### src/rtl/argmax_sequencer.sv
// rtl/argmax_sequencer.sv - streaming signed argmax/argmin over a multi-beat vector
module argmax_sequencer #(
    parameter int N          = 4,
    parameter int DATA_WIDTH = 13,
    parameter int BEATS      = 4,
    localparam int IDX_W     = $clog2(N * BEATS)
) (
    input  logic                    clk,
    input  logic                    rst,
    input  logic                    start,
    input  logic                    s,
    input  logic                    in_valid,
    output logic                    in_ready,
    input  logic [DATA_WIDTH*N-1:0] in_data,
    output logic                    out_valid,
    input  logic                    out_ready,
    output logic [DATA_WIDTH-1:0]   out_data,
    output logic [IDX_W-1:0]        out_index,
    output logic                    busy
);

    localparam int LANE_W = $clog2(N);
    localparam int BEAT_W = (BEATS > 1) ? $clog2(BEATS) : 1;

    typedef enum logic [1:0] {
        IDLE  = 2'd0,
        ACCUM = 2'd1,
        DONE  = 2'd2
    } state_t;

    state_t                        state;
    state_t                        state_nxt;
    logic [BEAT_W-1:0]             beat_cnt;
    logic                          mode;
    logic signed [DATA_WIDTH-1:0]  best_val;
    logic [IDX_W-1:0]              best_idx;
    logic signed [DATA_WIDTH-1:0]  lane_val;
    logic signed [DATA_WIDTH-1:0]  beat_val;
    logic [LANE_W-1:0]             beat_lane;
    logic [IDX_W-1:0]              beat_idx;
    logic                          better;
    logic                          accept;
    logic                          last_beat;

    // Reduce the current beat to its winner; strict compare keeps the lowest lane on ties.
    always_comb begin
        lane_val  = '0;
        beat_val  = in_data[DATA_WIDTH*N-1 -: DATA_WIDTH];
        beat_lane = '0;
        for (int i = 1; i < N; i++) begin
            lane_val = in_data[DATA_WIDTH*(N-1-i) +: DATA_WIDTH];
            if (mode ? (lane_val > beat_val) : (lane_val < beat_val)) begin
                beat_val  = lane_val;
                beat_lane = LANE_W'(i);
            end
        end
        beat_idx = IDX_W'(int'(beat_cnt) * N + int'(beat_lane));
        better   = mode ? (beat_val > best_val) : (beat_val < best_val);
    end

    // Next-state and handshake outputs.
    always_comb begin
        state_nxt = state;
        in_ready  = 1'b0;
        out_valid = 1'b0;
        busy      = 1'b0;
        accept    = 1'b0;
        last_beat = (beat_cnt == BEAT_W'(BEATS - 1));
        case (state)
            IDLE: begin
                if (start) begin
                    state_nxt = ACCUM;
                end
            end
            ACCUM: begin
                in_ready = 1'b1;
                busy     = 1'b1;
                accept   = in_valid;
                if (in_valid && last_beat) begin
                    state_nxt = DONE;
                end
            end
            DONE: begin
                out_valid = 1'b1;
                busy      = 1'b1;
                if (out_ready) begin
                    state_nxt = IDLE;
                end
            end
            default: begin
                state_nxt = IDLE;
            end
        endcase
    end

    // State register; reset aborts any vector in flight.
    always_ff @(posedge clk or posedge rst) begin
        if (rst) begin
            state <= IDLE;
        end else begin
            state <= state_nxt;
        end
    end

    // Mode latch, beat counter and running winner; first beat loads unconditionally.
    always_ff @(posedge clk or posedge rst) begin
        if (rst) begin
            mode     <= 1'b0;
            beat_cnt <= '0;
            best_val <= '0;
            best_idx <= '0;
        end else begin
            if (state == IDLE && start) begin
                mode     <= s;
                beat_cnt <= '0;
            end
            if (accept) begin
                beat_cnt <= last_beat ? '0 : beat_cnt + 1'b1;
                if (beat_cnt == '0 || better) begin
                    best_val <= beat_val;
                    best_idx <= beat_idx;
                end
            end
        end
    end

    assign out_data  = best_val;
    assign out_index = best_idx;

endmodule

### config.mk
export PLATFORM = sky130hd
export DESIGN_NAME = argmax_sequencer
export DESIGN_NICKNAME = d
export VERILOG_FILES = /design/src/rtl/argmax_sequencer.sv
export SDC_FILE = /design/constraint.sdc
export NUM_CORES = 1
export LEC_CHECK = 0
export CAP_MARGIN = 20
export CELL_PAD_IN_SITES_DETAIL_PLACEMENT = 1
export CELL_PAD_IN_SITES_GLOBAL_PLACEMENT = 1
export CORE_ASPECT_RATIO = 0.75
export CORE_UTILIZATION = 34
export CTS_CLUSTER_SIZE = 16
export DETAILED_ROUTE_END_ITERATION = 16
export PLACE_DENSITY = 0.76
export SYNTH_ARGS = -nofsm -noshare
export SYNTH_HDL_FRONTEND = slang
export SYNTH_SLANG_ARGS = --single-unit
### constraint.sdc
create_clock -name clk -period 8.25 [get_ports clk]
set_input_delay 0.825 -clock clk [delete_from_list [all_inputs] [get_ports clk]]
set_output_delay 0.825 -clock clk [all_outputs]
set_load 0.02 [all_outputs]
# Word-level counts from Yosys, hierarchy flattened
# Index checks and enable logic that the tools add are counted.
[classes]
n_addsub = 2
n_lt_le_gt_ge = 8
n_eq_ne = 6
muxes = 21
reduce_logical = 9
[op_table]
columns = ["cell", "n"]
rows = [
  ["$gt 13x13->1", 4],
  ["$lt 13x13->1", 4],
  ["$mux 13", 3],
  ["$mux 2", 8],
  ["$mux 1", 9],
  ["$ne 2x2->1 const B", 3],
  ["$pmux 2 s3", 1],
  ["$add 4x2->4", 1],
  ["$eq 2x2->1 const B", 2],
  ["$logic_not 2->1", 2],
  ["$reduce_and 3->1", 1],
  ["$add 2x1->2 const B", 1],
  ["$eq 2x1->1 const B", 1],
  ["$logic_and 1x1->1", 2],
  ["$reduce_and 2->1", 1],
  ["$reduce_bool 2->1", 1],
  ["$reduce_or 2->1", 1],
  ["$logic_or 1x1->1", 1],
]
[word_totals]
reg_bits = 22
input_bits = 58
output_inout_bits = 20
wordCells = 51

# Logic depth before layout (Yosys ltp)
[logic_depth]
depth_word = 13
ltp_mapped = 45
mapped_depth_nobuf = 41

# Worst setup path before layout
# No wires, ideal clock.
[synth_path]
kind = "input-to-reg"
from = "input port in_data[43]"
to = "register best_idx[2], in the netlist out_index[2]"
setup_ps = 125
arrival_ps = 8899
t_required_ps = 8125
path_slack_ps = -774
cell_stages = 43
n_path_buf = 4
cell_sequence = "inv_1 ha_1 nand3_2 o21bai_1 a311oi_1 nor3_1 nor2_2 buf_1 mux2i_1 ha_1 a21o_1 a21oi_1 o21bai_1 a211oi_2 a311oi_2 nor3_4 buf_6 mux2_4 [7 not listed] a31oi_1 o31ai_1 mux2i_1 clkbuf_1 nand2_1 o21ai_0 ha_1 nor2b_1 o21a_1 o21a_1 o21ai_0 a21oi_1 o221ai_1 a21oi_1 mux2_2 nor2_1 clkbuf_1 mux2_2"
[synth_between]
elab_chain_cells = 13
elab_cells_between_ends = 21
classes_between = "add/sub: 1; order compare: 8; mux: 10; reduce/logical: 2"
[synth_rtl]
columns = ["item", "line", "rtl"]
rows = [
  ["start, declared", "14", "input logic [DATA_WIDTH*N-1:0] in_data,"],
  ["$lt 13x13->1 / $gt 13x13->1 (equally long branches)", "52", "if (mode ? (lane_val > beat_val) : (lane_val < beat_val)) begin"],
  ["$mux 1", "52", ""],
  ["$mux 13 (*)", "52", ""],
  ["$lt 13x13->1 / $gt 13x13->1 (equally long branches)", "52", ""],
  ["$mux 1", "52", ""],
  ["$mux 13 (*)", "52", ""],
  ["$lt 13x13->1 / $gt 13x13->1 (equally long branches)", "52", ""],
  ["$mux 1", "52", ""],
  ["$mux 13 (*)", "52", ""],
  ["net beat_val[1]", "38", "logic signed [DATA_WIDTH-1:0] beat_val;"],
  ["$lt 13x13->1 / $gt 13x13->1 (equally long branches)", "58", "better = mode ? (beat_val > best_val) : (beat_val < best_val);"],
  ["$mux 1 (*)", "58", ""],
  ["$logic_or 1x1->1 (*)", "119", "if (beat_cnt == '0 || better) begin"],
  ["$reduce_and 2->1 (no line) (*)", "n/a", ""],
  ["end signal, assigned", "121", "best_idx <= beat_idx;"],
  ["end, declared", "36", "logic [IDX_W-1:0] best_idx;"],
]
# Mark *: on every way through the listed nets, which the timed path passes. The rest lies on a longest branch.
# A chain may end at the register's enable or synchronous reset.

# Worst setup path after layout
[layout_path]
from = "input port in_data[45]"
to = "register best_val[2], in the netlist out_data[2]"
[layout_between]
elab_chain_cells = 13
elab_cells_between_ends = 17
classes_between = "order compare: 8; mux: 7; reduce/logical: 2"
[layout_rtl]
columns = ["item", "line", "rtl"]
rows = [
  ["$lt 13x13->1 / $gt 13x13->1 (equally long branches)", "52", ""],
  ["$mux 1", "52", ""],
  ["$mux 13 (*)", "52", ""],
  ["$lt 13x13->1 / $gt 13x13->1 (equally long branches)", "52", ""],
  ["$mux 1", "52", ""],
  ["$mux 13 (*)", "52", ""],
  ["$lt 13x13->1 / $gt 13x13->1 (equally long branches)", "52", ""],
  ["$mux 1", "52", ""],
  ["$mux 13 (*)", "52", ""],
  ["net beat_val[8]", "38", ""],
  ["$lt 13x13->1 / $gt 13x13->1 (equally long branches)", "58", ""],
  ["$mux 1 (*)", "58", ""],
  ["$logic_or 1x1->1 (*)", "119", ""],
  ["$reduce_and 2->1 (no line) (*)", "n/a", ""],
  ["end signal, assigned", "120", "best_val <= beat_val;"],
  ["end, declared", "35", "logic signed [DATA_WIDTH-1:0] best_val;"],
]
# Marked as above.

==> summary by stage <==
Status
The final reports fail on setup timing. The run finished, with violations left.

Flow run
The count of max-cap constraint violations is 0.

Cells and area
Summing all multi-input logic gate instances after layout gives 0.00329 mm². The fill cell total of the finished layout is 992. The most common cell after layout, fill and taps aside is sky130_fd_sc_hd__buf_4. In the layout the commonest cells are sky130_fd_sc_hd__buf_4, sky130_fd_sc_hd__clkdlybuf4s50_1, sky130_fd_sc_hd__inv_1, sky130_fd_sc_hd__nor2_1, sky130_fd_sc_hd__nand2_1. Summing all flip-flop and latch instances after layout gives 551 µm².

The layout overhead on the synthesized area is 88.0%. In the final design database the tool counted 701 nets. The ratio of cells with drive above 1 in the final layout is 47.7%.

With fillers left out, the area of the finished cells amounts to 0.00607 mm². The antenna diode count is 0.

GRT
Summed over all layers, the global routing overflow is 0. The via count of the first global-routing pass came to 4,531. The initial antenna violation count is 0. The first-pass GRT wire length is 24,700 µm. Entering global routing, the biggest net connects 23 pins. The aggregate global-route resource usage is 33.0%.

Die
The placeable core region is 0.00912 mm². After floorplanning, the core was divided into 30 placement rows. During I/O placement, the number of pins put on the boundary was 78. The floorplan die area is 0.00990 mm².

The die is 86.4 µm tall. The die is 115 µm wide. The starting utilization of the core area is 35.4%.

Detailed routing
The pre-antenna-repair detailed-routing pass consisted of 5 iterations. After detailed routing, the total wire length is 19,800 µm. After detailed routing, the number of vias per cell comes to 6.19.

In the final routed layout, each cell accounts on average for 27.6 µm. The vias after detailed routing is 4,437. The residual antenna-violating net count after detailed routing is 0. For this run, design rule violations remaining after detail routing come to 0. The number of DRC markers after the initial detailed-route iteration is 329.

Critical path
The required arrival time at the worst endpoint is 8.42 ns. The slowest stage of the critical path belongs to the cell sky130_fd_sc_hd__or4_1. Along the worst path, the maximum fanout reaches 6.

For this run, the slowest stage of the critical path takes 0.61 ns. The cell that appears most often on the critical path is sky130_fd_sc_hd__buf_6. Data arrives at the worst endpoint at 9.26 ns. STA classifies the critical path startpoint as an input port. The setup path with the least slack is of type input port to register.

STA classifies the critical path endpoint as a register.

Timing
The final hold violation count is 0. Timing would allow up to 110 MHz. For the pin with the worst max-slew slack, the measured transition is 0.982 ns.

Setup violations remaining at the end of the flow were counted as 17. The slack of the critical path is -0.835 ns. The final critical-path required period is 9.08 ns. The headroom to the max-slew limit is 34.5%. The ratio of final minimum period to clock period is 110%. Between clock sinks in the finished design, the worst skew comes to 0.00151 ns.

Setup repair after global routing could not meet its margin everywhere. The number of pins with negative max-slew slack in the final report is 0.

Power
The relative contribution of sequential cells to total power is 8.4%. The worst-case IR drop observed on VDD is 0.193 mV. Net switching is 49.6% of the power. The power density over the cells is 422 mW/mm². For this design the total switching power over the nets is 1.27 mW. The analysis attributes to cell leakage a power of 2.77 nW. Per report_power, the clock group accounts for 4.8% of the total. The cell internal power dissipation is 1.29 mW. The share of power burned in combinational logic is 86.8%.

Place
The instance area after placement is 0.00503 mm². The HPWL after detailed placement is 10,500 µm. Port buffering added 77 buffers. At the placement stage, the worst setup path has a slack of -1.14 ns. The congestion estimate from routability-driven global placement came to 0.879.

Synth
The number of distinct library cells after synthesis is 62. Yosys printed 0 warnings. The number of nets in the synthesized netlist is 509.

The flop and latch count out of synthesis is 22. The number of enable-type register cells in the synthesized netlist is 0. The dominant synthesized flop cell is sky130_fd_sc_hd__dfrtp_1. Sequential cells were found to cover 17.0% of the synthesized design area. The cell area that synthesis handed to floorplanning was 0.00323 mm².

The gate count after technology mapping is 398. In this run the mean area of a mapped cell was 8.12 µm². The share of flip-flops with an asynchronous set or reset is 100%.

CTS
CTS saw 22 sinks. In this run the deepest clock path goes through 2 buffers. The clock tree from TritonCTS is yes. The number of clock buffers added by TritonCTS is 3. The tree is rooted in a sky130_fd_sc_hd__clkbuf_16. The clock latency of the later-clocked register in the worst-skew pair is 0.27 ns.

The number of levels in the clock H-tree is 1. The clock slew at the register clock pins of the worst setup and hold paths is 0.06 ns.

Min path
The class of the tightest hold or removal check is register to register.
[stage by stage]
stage / util (%) / cells / power, mW / hold slack (ns) / TNS [ns]
after floorplan: - / 398 / 1.06 / 0.486 / -0.796
after global placement: 55.1 / 676 / 1.58 / 0.510 / -9.87
after detailed placement: 55.1 / 676 / 1.67 / 0.500 / -18.47
after CTS: 62.0 / 702 / 2.12 / 0.521 / -10.67
after global routing: 66.6 / 717 / 2.64 / 0.557 / -15.45
final: 66.6 / 717 / 2.56 / 0.523 / -13.03
[timing repair]
item                                    4_1_cts  5_1_grt
gates cloned                                  2        0
hold buffers                                  0        0
pin swaps                                    30       66
buffers inserted                             20       18
endpoints found under the setup margin       17       17
resized for setup                            64      127
endpoints found under the hold margin         0        0
[flip-flops by register name, summed over array words and instances, names as in the netlist]
signal,cells
mode,1
state,2
out_index,4
out_data,13
beat_cnt,2
[worst max-delay path: cells and delay by family]
family	cells	cell delay [ns]
multiplexers	5	1.30
buffers and inverters	11	1.49
AND/OR/NAND/NOR	12	2.20
AO/OA/AOI/OAI	12	2.32
adder cells (fa/ha/maj)	4	1.07
[layout make-up]
cell class / count / area share [%]
Timing Repair Buffer: 198 / 29.2
Tap cell: 128 / 2.64
Inverter: 51 / 3.56
Multi-Input combinational cell: 314 / 54.1
Sequential cell: 22 / 9.06
Clock buffer: 4 / 1.46
[synthesized netlist by cell type (5+ instances only)]
cell type / n / area [µm²]
sky130_fd_sc_hd__clkbuf_1: 9 / 33.8
sky130_fd_sc_hd__nand2b_1: 7 / 43.8
sky130_fd_sc_hd__mux2i_1: 15 / 150
sky130_fd_sc_hd__a31oi_1: 5 / 31.3
sky130_fd_sc_hd__mux2_2: 13 / 146
sky130_fd_sc_hd__o21ai_0: 22 / 110
sky130_fd_sc_hd__a21oi_1: 16 / 80.1
sky130_fd_sc_hd__inv_1: 51 / 191
sky130_fd_sc_hd__nor2_1: 37 / 139
sky130_fd_sc_hd__dfrtp_1: 22 / 551
sky130_fd_sc_hd__nand3_1: 17 / 85.1
sky130_fd_sc_hd__nand4_1: 5 / 31.3
sky130_fd_sc_hd__a221oi_1: 10 / 87.6
sky130_fd_sc_hd__ha_1: 53 / 663
sky130_fd_sc_hd__a21o_1: 5 / 37.5
sky130_fd_sc_hd__nand2_1: 35 / 131
[per-layer routing]
layer	global-route usage, %	vias to the layer above	part of all wire (%)
met5	0	-	0
met2	59.5	307	47
met1	39.4	2162	39
li1	-	1845	-
met3	4.27	123	7.5
met4	14.3	0	6.4
[power by group through the flow]
stage          Sequential, mW  Clock, mW  Combinational [mW]
2_1_floorplan           0.243          0               0.816
3_3_place_gp            0.205          0                1.38
3_5_place_dp            0.207          0                1.47
4_1_cts                 0.206      0.119                1.79
5_1_grt                 0.221      0.126                2.30
6_report                0.216      0.122                2.22
[final timing paths]
path / start / to / slack, ns / depth (start not counted)
setup / recovery: in_data[45] / out_data[2] / -0.83 / 44
hold / removal: out_index[0] / out_index[0] / 0.52 / 1
setup reg to reg: mode / out_data[2] / 0.18 / 39
hold reg to reg: out_index[0] / out_index[0] / 0.52 / 1
max in group asynchronous: rst / out_data[6] / 6.57 / 2
min in group asynchronous: rst / out_data[4] / 1.08 / 2
[cells by family (layout without fill, tap and decap cells)]
kind of cell               after synthesis  count (layout)  synth area share, %
DFF                                     22              22                 17.0
adders and majority gates               55              55                 21.1
AOI/OAI and AO/OA                      102             102                 24.5
muxes                                   31              31                 10.6
xor gates and xnor gates                 4               4                 1.08
and+or+nand+nor                        122             122                 18.2
buffers and inverters                   62             253                 7.44
(Power assumes the default switching activity.)
